File: src/rtl/ad5541_spi_rx_if.sv
// ad5541_spi_rx_if: serial pins and receiver outputs of the AD5541 SPI receiver.
// master = link driver / observer side, slave = receiver side.
interface ad5541_spi_rx_if;
    logic        csn;
    logic        sclk;
    logic        mosi;
    logic        ldac_n;
    logic [15:0] rx_data;
    logic        dv;
    logic        frame_err;
    logic [15:0] dac_code;
    logic        dac_upd;

    modport master (
        output csn, sclk, mosi, ldac_n,
        input  rx_data, dv, frame_err, dac_code, dac_upd
    );

    modport slave (
        input  csn, sclk, mosi, ldac_n,
        output rx_data, dv, frame_err, dac_code, dac_upd
    );
endinterface

File: src/rtl/ad5541_spi_rx.sv
// ad5541_spi_rx: oversampled SPI slave receiver for the AD5541 serial protocol.
// Captures one 16-bit MSB-first word per chip-select frame into rx_data and
// transfers it to dac_code.
// Optional macro AD5541_RX_LDAC_EN: when defined, ldac_n governs the transfer
// (falling edge loads, held low is transparent); when undefined, ldac_n is
// ignored and every valid word is loaded immediately.
// SYNC_STAGES is legal in the range 2..4.
module ad5541_spi_rx #(
    parameter int SYNC_STAGES = 2
) (
    input logic            clk,
    input logic            reset_n,
    ad5541_spi_rx_if.slave bus
);
    typedef enum logic [1:0] {
        ST_WAIT_IDLE = 2'd0,
        ST_IDLE      = 2'd1,
        ST_SHIFT     = 2'd2
    } state_t;

    localparam logic [4:0] BITS_FULL   = 5'd16;
    localparam logic [4:0] BITS_SAT    = 5'd17;
    // Cycles needed before the synchroniser and edge flop hold post-reset samples.
    localparam logic [2:0] SETTLE_DONE = 3'(SYNC_STAGES + 1);

    logic [SYNC_STAGES-1:0] csn_sync_r;
    logic [SYNC_STAGES-1:0] sclk_sync_r;
    logic [SYNC_STAGES-1:0] mosi_sync_r;
    logic                   csn_prev_r;
    logic                   sclk_prev_r;
    logic                   csn_s;
    logic                   sclk_s;
    logic                   mosi_s;
    logic                   csn_fall_s;
    logic                   csn_rise_s;
    logic                   sclk_rise_s;

    state_t      state_r,     state_nxt_s;
    logic [2:0]  settle_r,    settle_nxt_s;
    logic [15:0] shift_r,     shift_nxt_s;
    logic [4:0]  bit_cnt_r,   bit_cnt_nxt_s;
    logic [15:0] rx_data_r,   rx_data_nxt_s;
    logic        dv_r,        dv_nxt_s;
    logic        frame_err_r, frame_err_nxt_s;
    logic [15:0] dac_code_r,  dac_code_nxt_s;
    logic        dac_upd_r,   dac_upd_nxt_s;
    logic [15:0] shift_upd_s;
    logic [4:0]  bit_cnt_upd_s;

    // Bring the asynchronous pins into the clk domain and keep one delayed copy for edges.
    always_ff @(posedge clk or negedge reset_n) begin
        if (!reset_n) begin
            csn_sync_r  <= {SYNC_STAGES{1'b1}};
            sclk_sync_r <= {SYNC_STAGES{1'b0}};
            mosi_sync_r <= {SYNC_STAGES{1'b1}};
            csn_prev_r  <= 1'b1;
            sclk_prev_r <= 1'b0;
        end else begin
            csn_sync_r  <= {csn_sync_r[SYNC_STAGES-2:0], bus.csn};
            sclk_sync_r <= {sclk_sync_r[SYNC_STAGES-2:0], bus.sclk};
            mosi_sync_r <= {mosi_sync_r[SYNC_STAGES-2:0], bus.mosi};
            csn_prev_r  <= csn_sync_r[SYNC_STAGES-1];
            sclk_prev_r <= sclk_sync_r[SYNC_STAGES-1];
        end
    end

    assign csn_s       = csn_sync_r[SYNC_STAGES-1];
    assign sclk_s      = sclk_sync_r[SYNC_STAGES-1];
    assign mosi_s      = mosi_sync_r[SYNC_STAGES-1];
    assign csn_fall_s  = csn_prev_r & ~csn_s;
    assign csn_rise_s  = ~csn_prev_r & csn_s;
    assign sclk_rise_s = ~sclk_prev_r & sclk_s;

`ifdef AD5541_RX_LDAC_EN
    logic [SYNC_STAGES-1:0] ldac_sync_r;
    logic                   ldac_prev_r;
    logic                   ldac_s;
    logic                   ldac_fall_s;

    // Synchronise ldac_n and keep one delayed copy to detect its falling edge.
    always_ff @(posedge clk or negedge reset_n) begin
        if (!reset_n) begin
            ldac_sync_r <= {SYNC_STAGES{1'b1}};
            ldac_prev_r <= 1'b1;
        end else begin
            ldac_sync_r <= {ldac_sync_r[SYNC_STAGES-2:0], bus.ldac_n};
            ldac_prev_r <= ldac_sync_r[SYNC_STAGES-1];
        end
    end

    assign ldac_s      = ldac_sync_r[SYNC_STAGES-1];
    assign ldac_fall_s = ldac_prev_r & ~ldac_s;
`endif

    // State, datapath and output registers.
    always_ff @(posedge clk or negedge reset_n) begin
        if (!reset_n) begin
            state_r     <= ST_WAIT_IDLE;
            settle_r    <= 3'd0;
            shift_r     <= 16'd0;
            bit_cnt_r   <= 5'd0;
            rx_data_r   <= 16'd0;
            dv_r        <= 1'b0;
            frame_err_r <= 1'b0;
            dac_code_r  <= 16'd0;
            dac_upd_r   <= 1'b0;
        end else begin
            state_r     <= state_nxt_s;
            settle_r    <= settle_nxt_s;
            shift_r     <= shift_nxt_s;
            bit_cnt_r   <= bit_cnt_nxt_s;
            rx_data_r   <= rx_data_nxt_s;
            dv_r        <= dv_nxt_s;
            frame_err_r <= frame_err_nxt_s;
            dac_code_r  <= dac_code_nxt_s;
            dac_upd_r   <= dac_upd_nxt_s;
        end
    end

    // Frame sequencing, bit capture and DAC register transfer.
    always_comb begin
        state_nxt_s     = state_r;
        settle_nxt_s    = settle_r;
        shift_nxt_s     = shift_r;
        bit_cnt_nxt_s   = bit_cnt_r;
        rx_data_nxt_s   = rx_data_r;
        dv_nxt_s        = 1'b0;
        frame_err_nxt_s = 1'b0;
        dac_code_nxt_s  = dac_code_r;
        dac_upd_nxt_s   = 1'b0;
        shift_upd_s     = {shift_r[14:0], mosi_s};
        bit_cnt_upd_s   = (bit_cnt_r == BITS_SAT) ? BITS_SAT : (bit_cnt_r + 5'd1);

        case (state_r)
            ST_WAIT_IDLE: begin
                // The synchroniser resets to "csn high", so its first outputs after
                // reset are not real samples; only trust csn once they are.
                if (settle_r != SETTLE_DONE) begin
                    settle_nxt_s = settle_r + 3'd1;
                end else if (csn_s && csn_prev_r) begin
                    state_nxt_s = ST_IDLE;
                end else begin
                    state_nxt_s = ST_WAIT_IDLE;
                end
            end
            ST_IDLE: begin
                if (csn_fall_s) begin
                    shift_nxt_s   = 16'd0;
                    bit_cnt_nxt_s = 5'd0;
                    state_nxt_s   = ST_SHIFT;
                end else begin
                    state_nxt_s = ST_IDLE;
                end
            end
            ST_SHIFT: begin
                // Shift first so a bit arriving with csn rising is counted in this frame.
                if (sclk_rise_s) begin
                    shift_nxt_s   = shift_upd_s;
                    bit_cnt_nxt_s = bit_cnt_upd_s;
                end else begin
                    shift_nxt_s   = shift_r;
                    bit_cnt_nxt_s = bit_cnt_r;
                end
                if (csn_rise_s) begin
                    state_nxt_s = ST_IDLE;
                    if (bit_cnt_nxt_s == BITS_FULL) begin
                        rx_data_nxt_s = shift_nxt_s;
                        dv_nxt_s      = 1'b1;
                    end else begin
                        frame_err_nxt_s = 1'b1;
                    end
                end else begin
                    state_nxt_s = ST_SHIFT;
                end
            end
            default: begin
                state_nxt_s = ST_WAIT_IDLE;
            end
        endcase

`ifdef AD5541_RX_LDAC_EN
        // LDAC held low makes the DAC register transparent to a new word.
        if (dv_nxt_s && !ldac_s) begin
            dac_code_nxt_s = rx_data_nxt_s;
            dac_upd_nxt_s  = 1'b1;
        end else if (ldac_fall_s) begin
            dac_code_nxt_s = rx_data_r;
            dac_upd_nxt_s  = 1'b1;
        end else begin
            dac_code_nxt_s = dac_code_r;
        end
`else
        if (dv_nxt_s) begin
            dac_code_nxt_s = rx_data_nxt_s;
            dac_upd_nxt_s  = 1'b1;
        end else begin
            dac_code_nxt_s = dac_code_r;
        end
`endif
    end

    assign bus.rx_data   = rx_data_r;
    assign bus.dv        = dv_r;
    assign bus.frame_err = frame_err_r;
    assign bus.dac_code  = dac_code_r;
    assign bus.dac_upd   = dac_upd_r;
endmodule
File: src/flat_wrapper.sv
// flat-port wrapper written by rule: the top's interface ports become plain ports
module ad5541_spi_rx_flat 
#(
    parameter int SYNC_STAGES = 2
)
  (clk, reset_n, bus_csn, bus_sclk, bus_mosi, bus_ldac_n, bus_rx_data, bus_dv, bus_frame_err, bus_dac_code, bus_dac_upd);
  ad5541_spi_rx_if bus_i ();
  input logic clk;
  input logic reset_n;
  input wire logic [$bits(bus_i.csn)-1:0] bus_csn;
  input wire logic [$bits(bus_i.sclk)-1:0] bus_sclk;
  input wire logic [$bits(bus_i.mosi)-1:0] bus_mosi;
  input wire logic [$bits(bus_i.ldac_n)-1:0] bus_ldac_n;
  output wire logic [$bits(bus_i.rx_data)-1:0] bus_rx_data;
  output wire logic [$bits(bus_i.dv)-1:0] bus_dv;
  output wire logic [$bits(bus_i.frame_err)-1:0] bus_frame_err;
  output wire logic [$bits(bus_i.dac_code)-1:0] bus_dac_code;
  output wire logic [$bits(bus_i.dac_upd)-1:0] bus_dac_upd;
  assign bus_i.csn = bus_csn;
  assign bus_i.sclk = bus_sclk;
  assign bus_i.mosi = bus_mosi;
  assign bus_i.ldac_n = bus_ldac_n;
  assign bus_rx_data = bus_i.rx_data;
  assign bus_dv = bus_i.dv;
  assign bus_frame_err = bus_i.frame_err;
  assign bus_dac_code = bus_i.dac_code;
  assign bus_dac_upd = bus_i.dac_upd;
  ad5541_spi_rx #(.SYNC_STAGES(SYNC_STAGES)) u_core (.clk(clk), .reset_n(reset_n), .bus(bus_i));
endmodule
File: config.mk
export PLATFORM = sky130hd
export DESIGN_NAME = ad5541_spi_rx_flat
export DESIGN_NICKNAME = d
export VERILOG_FILES = /design/src/rtl/ad5541_spi_rx_if.sv /design/src/rtl/ad5541_spi_rx.sv /design/src/flat_wrapper.sv
export SDC_FILE = /design/constraint.sdc
export NUM_CORES = 1
export LEC_CHECK = 0
export ABC_AREA = 0
export CAP_MARGIN = 40
export CORE_MARGIN = 1
export CORE_UTILIZATION = 30
export CTS_BUF_LIST = sky130_fd_sc_hd__clkbuf_8
export DETAILED_ROUTE_END_ITERATION = 8
export PLACE_DENSITY = 0.56
export SETUP_SLACK_MARGIN = 0.02
export SYNTH_ARGS = -nofsm -noshare
export SYNTH_HDL_FRONTEND = slang
export SYNTH_SLANG_ARGS = --single-unit
export TNS_END_PERCENT = 30
File: constraint.sdc
create_clock -name clk -period 2.9 [get_ports clk]
set_input_delay 0.58 -clock clk [delete_from_list [all_inputs] [get_ports clk]]
set_output_delay 0.58 -clock clk [all_outputs]
set_load 0.05 [all_outputs]
==> run_results.csv, run 1 <==
group,metric,value,unit
sta,rsz0062_at_grt,"false",
layout,n_fill_cell,917,
sta,min_period,2.36,ns
detailed_routing,ant_nets,0,
sta,finalHoldViolations,0,
synthesis,yosysWarnings,0,
detailed_routing,num_vias,1874,
detailed_routing,routed_wl,5.39,mm
worst_setup_path,arrival,2.63,ns
place,dpl.hpwl,3.61,mm
synthesis,synth_top_area_share,53.9,%
sta,max_freq,0.423,GHz
synthesis,synth_area,0.00292,sq mm
sta,tightest_slew,0.736,ns
power,p_comb_share,11.1,%
sta,setup_viol,0,
grt,grt.total_usage,12.0,%
detailed_routing,wire_per_inst,12.7,um
synthesis,syn-num-nets,257,
synthesis,synthDistinctLibCells,31,
power,swShare,26.4,%
run_status,outcome,"finished, final reports clean",
layout,drive_gt1_share,11.1,%
power,powerDensity,570,mW/mm^2
grt,first_global_vias,1931,
sta,relSlewSlack,50.9,%
grt,grt_max_degree,39,
clock_network,cts_tree,"built",
power,p_clk_share,40.0,%
floorplan,dieArea,0.0101,sq mm
clock_network,postCtsSetupBuffers,0,
worst_setup_path,endpoint_kind,"flop",
grt,grt_pass1_wl,9.20,mm
grt,grt_overflow,0,
clock_network,holdBufCountCts,0,
worst_setup_path,worst_r2r_path_depth,7,
synthesis,synth_ff_type,"dfrtp_1",
sta,fin_worst_skew,0.00713,ns
synthesis,synth_area_leaders,"dfrtp_1, mux2i_1, inv_1",
layout,antenna_cells,0,
power,seqPwrFrac,48.8,%
min_path,hold_path_class,"input pin to asynchronous set/reset pin",
clock_network,htree_levels,3,
sta,finalCritPeriodShare,81.4,%
synthesis,synth.largest_area_cell,"dfrtp_1",
detailed_routing,first_iter_violations,134,
synthesis,synthTopCellsByCount,"dfrtp_1, mux2i_1, inv_1",
place,gp_congestion,0.738,
worst_setup_path,cp-start-kind,"flop",
synthesis,yosysMostFrequentCell,"dfrtp_1",
detailed_routing,drc_errors,0,
floorplan,start_util,31.3,%
power,power.switching,557,uW
worst_setup_path,worst_ep_required_time,3.16,ns
floorplan,coreArea,0.00933,sq mm
floorplan,die-height,101,um
layout,syn2layout_area_growth,26.3,%
power,internal-power,1.55,mW
sta,finalSetupTns,0,ns
synthesis,synthArstFlopShare,100,%
floorplan,io_pins,41,
detailed_routing,drt_pass1_iterations,4,
grt,antenna_found_initial,0,
power,p_leak,1.53,nW
worst_setup_path,r2r_start,"u_core.bit_cnt_r[0]$_DFFE_PN0P_",
power,ir_drop,0.240,mV
worst_setup_path,cp-startpoint,"u_core.bit_cnt_r[0]$_DFFE_PN0P_",
clock_network,cts.path.max_buffers,2,
worst_setup_path,critPathMaxFanout,29,
layout,fin_util,39.6,%
synthesis,seq_area_frac_synth,58.4,%
synthesis,synth-seq-cells,68,
layout,fin_area,0.00369,sq mm
detailed_routing,viasPerCell,4.40,
worst_setup_path,path_class,"flop to flop",
synthesis,syn_inst,247,
clock_network,clkTransAtPathRegs,0.08,ns
place,dpl_cell_area,0.00348,sq mm
clock_network,cts_resized,0,
floorplan,die_x,101,um
clock_network,numCtsBuffers,9,
place,port_buffers,39,
job,cap_viol_max_count,0,
synthesis,avgSynthCellArea,11.8,sq um
clock_network,cts_root_buf,"clkbuf_8",
floorplan,fp-row-count,35,
synthesis,synth_edf_count,0,
clock_network,clk-insertion-delay-late,0.34,ns
layout,finalNetCount,302,
clock_network,cts.sinks,68,
sta,drv_slew,0,
==> final cells by class <==
type	instances	area [sq um]	share of cell area, %
clock buffer	9	124	3.35
clock inverter	7	92.6	2.51
inverter	36	135	3.66
multi-input combinational	132	1020	27.5
sequential	68	1710	46.3
tap	129	161	4.37
timing repair buffer	45	455	12.3
==> metal layers <==
layer | GRT usage (%) | share of wire [%] | vias to the layer above
met5 | 0 | 0 | -
met4 | 5.69 | 1.6 | 0
met3 | 3.95 | 4.3 | 9
met2 | 19.4 | 47 | 35
met1 | 14.5 | 47 | 925
li1 | - | - | 905
==> worst max-delay path: stages (launching register included) <==
cell,delay (ns)
dfrtp_1,0.45
ha_1,0.28
and3b_1,0.22
or3_1,0.33
o311a_4,0.14
nor4_4,0.34
buf_12,0.26
mux2i_1,0.22
==> worst paths after layout <==
path	endpoint	slack [ns]
max	u_core.bus.rx_data[9]$_DFF_PN0_	0.54
min reg2reg	u_core.sclk_sync_r[1]$_DFF_PN0_	0.35
min in group clk	u_core.sclk_sync_r[1]$_DFF_PN0_	0.35
max in group asynchronous	u_core.csn_sync_r[1]$_DFF_PN1_	1.89
max reg2reg	u_core.bus.rx_data[9]$_DFF_PN0_	0.54
min	u_core.bus.dac_code[4]$_DFFE_PN0P_	0.29
==> flip-flops by register name, summed over array words and instances, names as in the netlist, 2 cells and up <==
signal / cells
u_core.state_r: 2
u_core.settle_r: 3
u_core.bus.dac_code: 16
u_core.bit_cnt_r: 5
u_core.csn_sync_r: 2
u_core.sclk_sync_r: 2
u_core.shift_r: 16
u_core.mosi_sync_r: 2
u_core.bus.rx_data: 16
==> through the flow <==
step | hold slack [ns] | cells | total power [mW] | worst slack, ns
after global routing | 0.343 | 426 | 2.22 | 0.408
after global placement | 0.336 | 410 | 1.28 | 0.596
after detailed placement | 0.336 | 410 | 1.29 | 0.550
after CTS | 0.302 | 426 | 2.15 | 0.518
final | 0.293 | 426 | 2.10 | 0.539
after floorplan | 0.284 | 247 | 1.19 | 0.639
==> kinds of logic (layout without fill, tap and decap cells) <==
kind of cell	count (synthesis)	in the layout	share of synthesized area (%)
DFF	68	68	58.4
muxes	51	51	17.5
buffers and inverters	47	97	7.02
and+or+nand+nor	39	39	7.23
AOI/OAI and AO/OA	36	36	7.49
adders and majority gates	4	4	1.71
xor gates and xnor gates	2	2	0.599
==> power groups by stage <==
stage	clock [mW]	combinational [mW]	sequential (mW)
after floorplan	0	0.155	1.04
after global placement	0	0.238	1.04
after detailed placement	0	0.242	1.04
after CTS	0.878	0.242	1.03
after global routing	0.909	0.273	1.03
final	0.842	0.235	1.03
==> layout by cell type (no fill, tap or decap), drive strengths merged, types with 2 or more instances in the layout <==
master,Yosys,final
dfrtp,63,63
mux2i,50,50
clkdlybuf4s50,0,38
inv,36,37
o21ai,20,20
nand2,18,18
clkbuf,5,9
buf,6,7
nor2,6,6
a21oi,6,6
dfstp,5,5
ha,4,4
nor2b,3,3
or3,3,3
nor3,3,3
a31oi,3,3
nand2b,2,2
o31ai,2,2
bufinv,0,2
clkinvlp,0,2
clkinv,0,2
No activity file was read; power rests on OpenSTA's default activity.
==> inputs of run 2 (changes only) <==
- PLACE_DENSITY: 0.56 -> 0.58
- clock period: 2.9 -> 2 ns (I/O delays scaled with it)
==> run 2 against run 1 <==
Total power increased by 49%. Die area is the same. Critical endpoint is now u_core.bus.rx_data[0]$_DFF_PN0_. Clock power grew 47%. The flow now finishes with violations (setup timing). Highest routed layer unchanged. Final area rose by 6.2%. Critical path type unchanged. Via count up 3.8%.
==> run_results.csv, run 2 (synthesis gave the netlist of run 1 again) <==
group,metric,value,unit
worst_setup_path,cpMaxStageDelayCell,"dfrtp_1",
sta,tightest_slew,0.507,ns
place,port_buffers,39,
run_status,violations,"setup timing",
detailed_routing,routed_wl,5.81,mm
detailed_routing,num_vias,1946,
worst_setup_path,critPathMaxFanout,8,
worst_setup_path,path_cells,"ha_2, and3b_1, or3_1, o311a_4, nor4_4, buf_6, buf_8, mux2i_1",
detailed_routing,drc_errors,0,
place,dpl_cell_area,0.00355,sq mm
min_path,hold_path_class,"flop to flop",
job,cap_viol_max_count,0,
sta,finalCritPeriodShare,103,%
floorplan,io_pins,41,
clock_network,cts.path.max_buffers,2,
detailed_routing,first_iter_violations,67,
layout,final_cells,443,
layout,final_cell_mix,"dfrtp_1, mux2i_1, inv_1, clkdlybuf4s50_1, o21ai_0",
detailed_routing,drt_pass1_iterations,5,
worst_setup_path,path_class,"flop to flop",
floorplan,die-height,101,um
worst_setup_path,worst_ep_required_time,2.27,ns
floorplan,coreArea,0.00933,sq mm
sta,setup_ws,-0.0565,ns
clock_network,cts_tree,"built",
worst_setup_path,cp-start-kind,"flop",
sta,whs,0.352,ns
place,dpl.hpwl,3.84,mm
clock_network,htree_levels,3,
grt,first_global_vias,1954,
sta,drv_slew,0,
layout,fin_area,0.00392,sq mm
sta,relSlewSlack,66.1,%
worst_setup_path,critPathTopFamily,"simple AND/OR/NAND/NOR gates",
layout,syn2layout_area_growth,34.1,%
detailed_routing,viasPerCell,4.39,
clock_network,clkTransAtPathRegs,0.07,ns
sta,fin_worst_skew,0.0129,ns
power,p_leak,1.69,nW
worst_setup_path,critical_path.max_stage_delay,0.38,ns
sta,min_period,2.06,ns
layout,drive_gt1_share,17.8,%
worst_setup_path,crit_buf_inv,2,
worst_setup_path,endpoint_kind,"flop",
sta,finalSetupTns,-1.04,ns
clock_network,numCtsBuffers,9,
power,ir_drop,0.656,mV
layout,final_common_cell,"dfrtp_1",
detailed_routing,ant_nets,0,
detailed_routing,wire_per_inst,13.1,um
run_status,outcome,"complete, but fails checks",
sta,rsz0062_at_grt,"true",
sta,finalHoldViolations,0,
worst_setup_path,arrival,2.33,ns
floorplan,dieArea,0.0101,sq mm
sta,max_freq,0.486,GHz
layout,multi_input_comb_area,0.00105,sq mm
clock_network,cts.sinks,68,
power,powerDensity,798,mW/mm^2
grt,grt_max_degree,33,
clock_network,clk-insertion-delay-late,0.35,ns
place,gp_congestion,0.768,
place,place_inst,422,
grt,grt_pass1_wl,9.60,mm
floorplan,fp-row-count,35,
layout,n_fill_cell,870,
sta,setup_viol,32,
clock_network,cts_root_buf,"clkbuf_8",
layout,antenna_cells,0,
layout,finalNetCount,319,
grt,antenna_found_initial,0,
grt,grt_overflow,0,
floorplan,die_x,101,um
floorplan,start_util,31.3,%
grt,grt.total_usage,12.5,%
layout,register_area,0.00171,sq mm
==> run 2: changes by cell type in the layout (fill, tap and decap cells not counted), sizes merged <==
cell           delta
dlygate4sd3       +1
buf              +15
dlymetal6s2s      +3
clkdlybuf4s50     -4
clkbuf            +2
==> run 2: what timing repair did <==
action	CTS	global route
gates cloned	0	2
buffers inserted	2	0
pin swaps	1	3
resized for setup	8	10
hold buffers	1	0
endpoints found under the setup margin	33	36
endpoints found under the hold margin	4	0
==> run 2: cell type report <==
cell class | instances | area share, %
clock inverters | 7 | 2.36
well taps | 129 | 4.12
inverters | 36 | 3.45
repair buffers | 62 | 16.6
clock buffers | 9 | 3.16
multi-input cells | 132 | 26.8
flip-flops and latches | 68 | 43.6
==> run 2: stage by stage <==
stage	setup WS [ns]	total power, mW	utilization [%]
2_1_floorplan	-0.228	1.73	-
3_3_place_gp	-0.209	1.89	38.1
3_5_place_dp	-0.290	1.90	38.1
4_1_cts	-0.167	3.14	41.0
5_1_grt	-0.133	3.28	42.0
6_report	-0.0565	3.13	42.0
==> run 2: worst paths after layout <==
kind,slack (ns),cells after the start,endpoint,startpoint
min reg2reg,0.35,0,u_core.sclk_sync_r[1]$_DFF_PN0_,u_core.sclk_sync_r[0]$_DFF_PN0_
max reg2reg,-0.06,8,u_core.bus.rx_data[0]$_DFF_PN0_,u_core.bit_cnt_r[1]$_DFFE_PN0P_
min,0.35,0,u_core.sclk_sync_r[1]$_DFF_PN0_,u_core.sclk_sync_r[0]$_DFF_PN0_
max,-0.06,8,u_core.bus.rx_data[0]$_DFF_PN0_,u_core.bit_cnt_r[1]$_DFFE_PN0P_
min in group asynchronous,0.45,2,u_core.bus.rx_data[0]$_DFF_PN0_,reset_n
max in group asynchronous,1.04,3,u_core.csn_sync_r[0]$_DFF_PN1_,reset_n
==> run 2: metal layers <==
| layer | up-vias | GRT usage [%] | wire length (um) |
|---|---|---|---|
| met5 | - | 0 | 0 |
| met4 | 0 | 4.68 | 63 |
| met3 | 7 | 4.85 | 262 |
| met2 | 43 | 19.6 | 2750 |
| met1 | 957 | 15.7 | 2730 |
| li1 | 939 | - | - |
==> run 2: where the power goes <==
| part | internal [mW] | total, mW | switching (mW) |
|---|---|---|---|
| combinational | 0.159 | 0.419 | 0.260 |
| clock | 0.697 | 1.24 | 0.542 |
| sequential | 1.43 | 1.47 | 0.0421 |
| total | 2.29 | 3.13 | 0.844 |
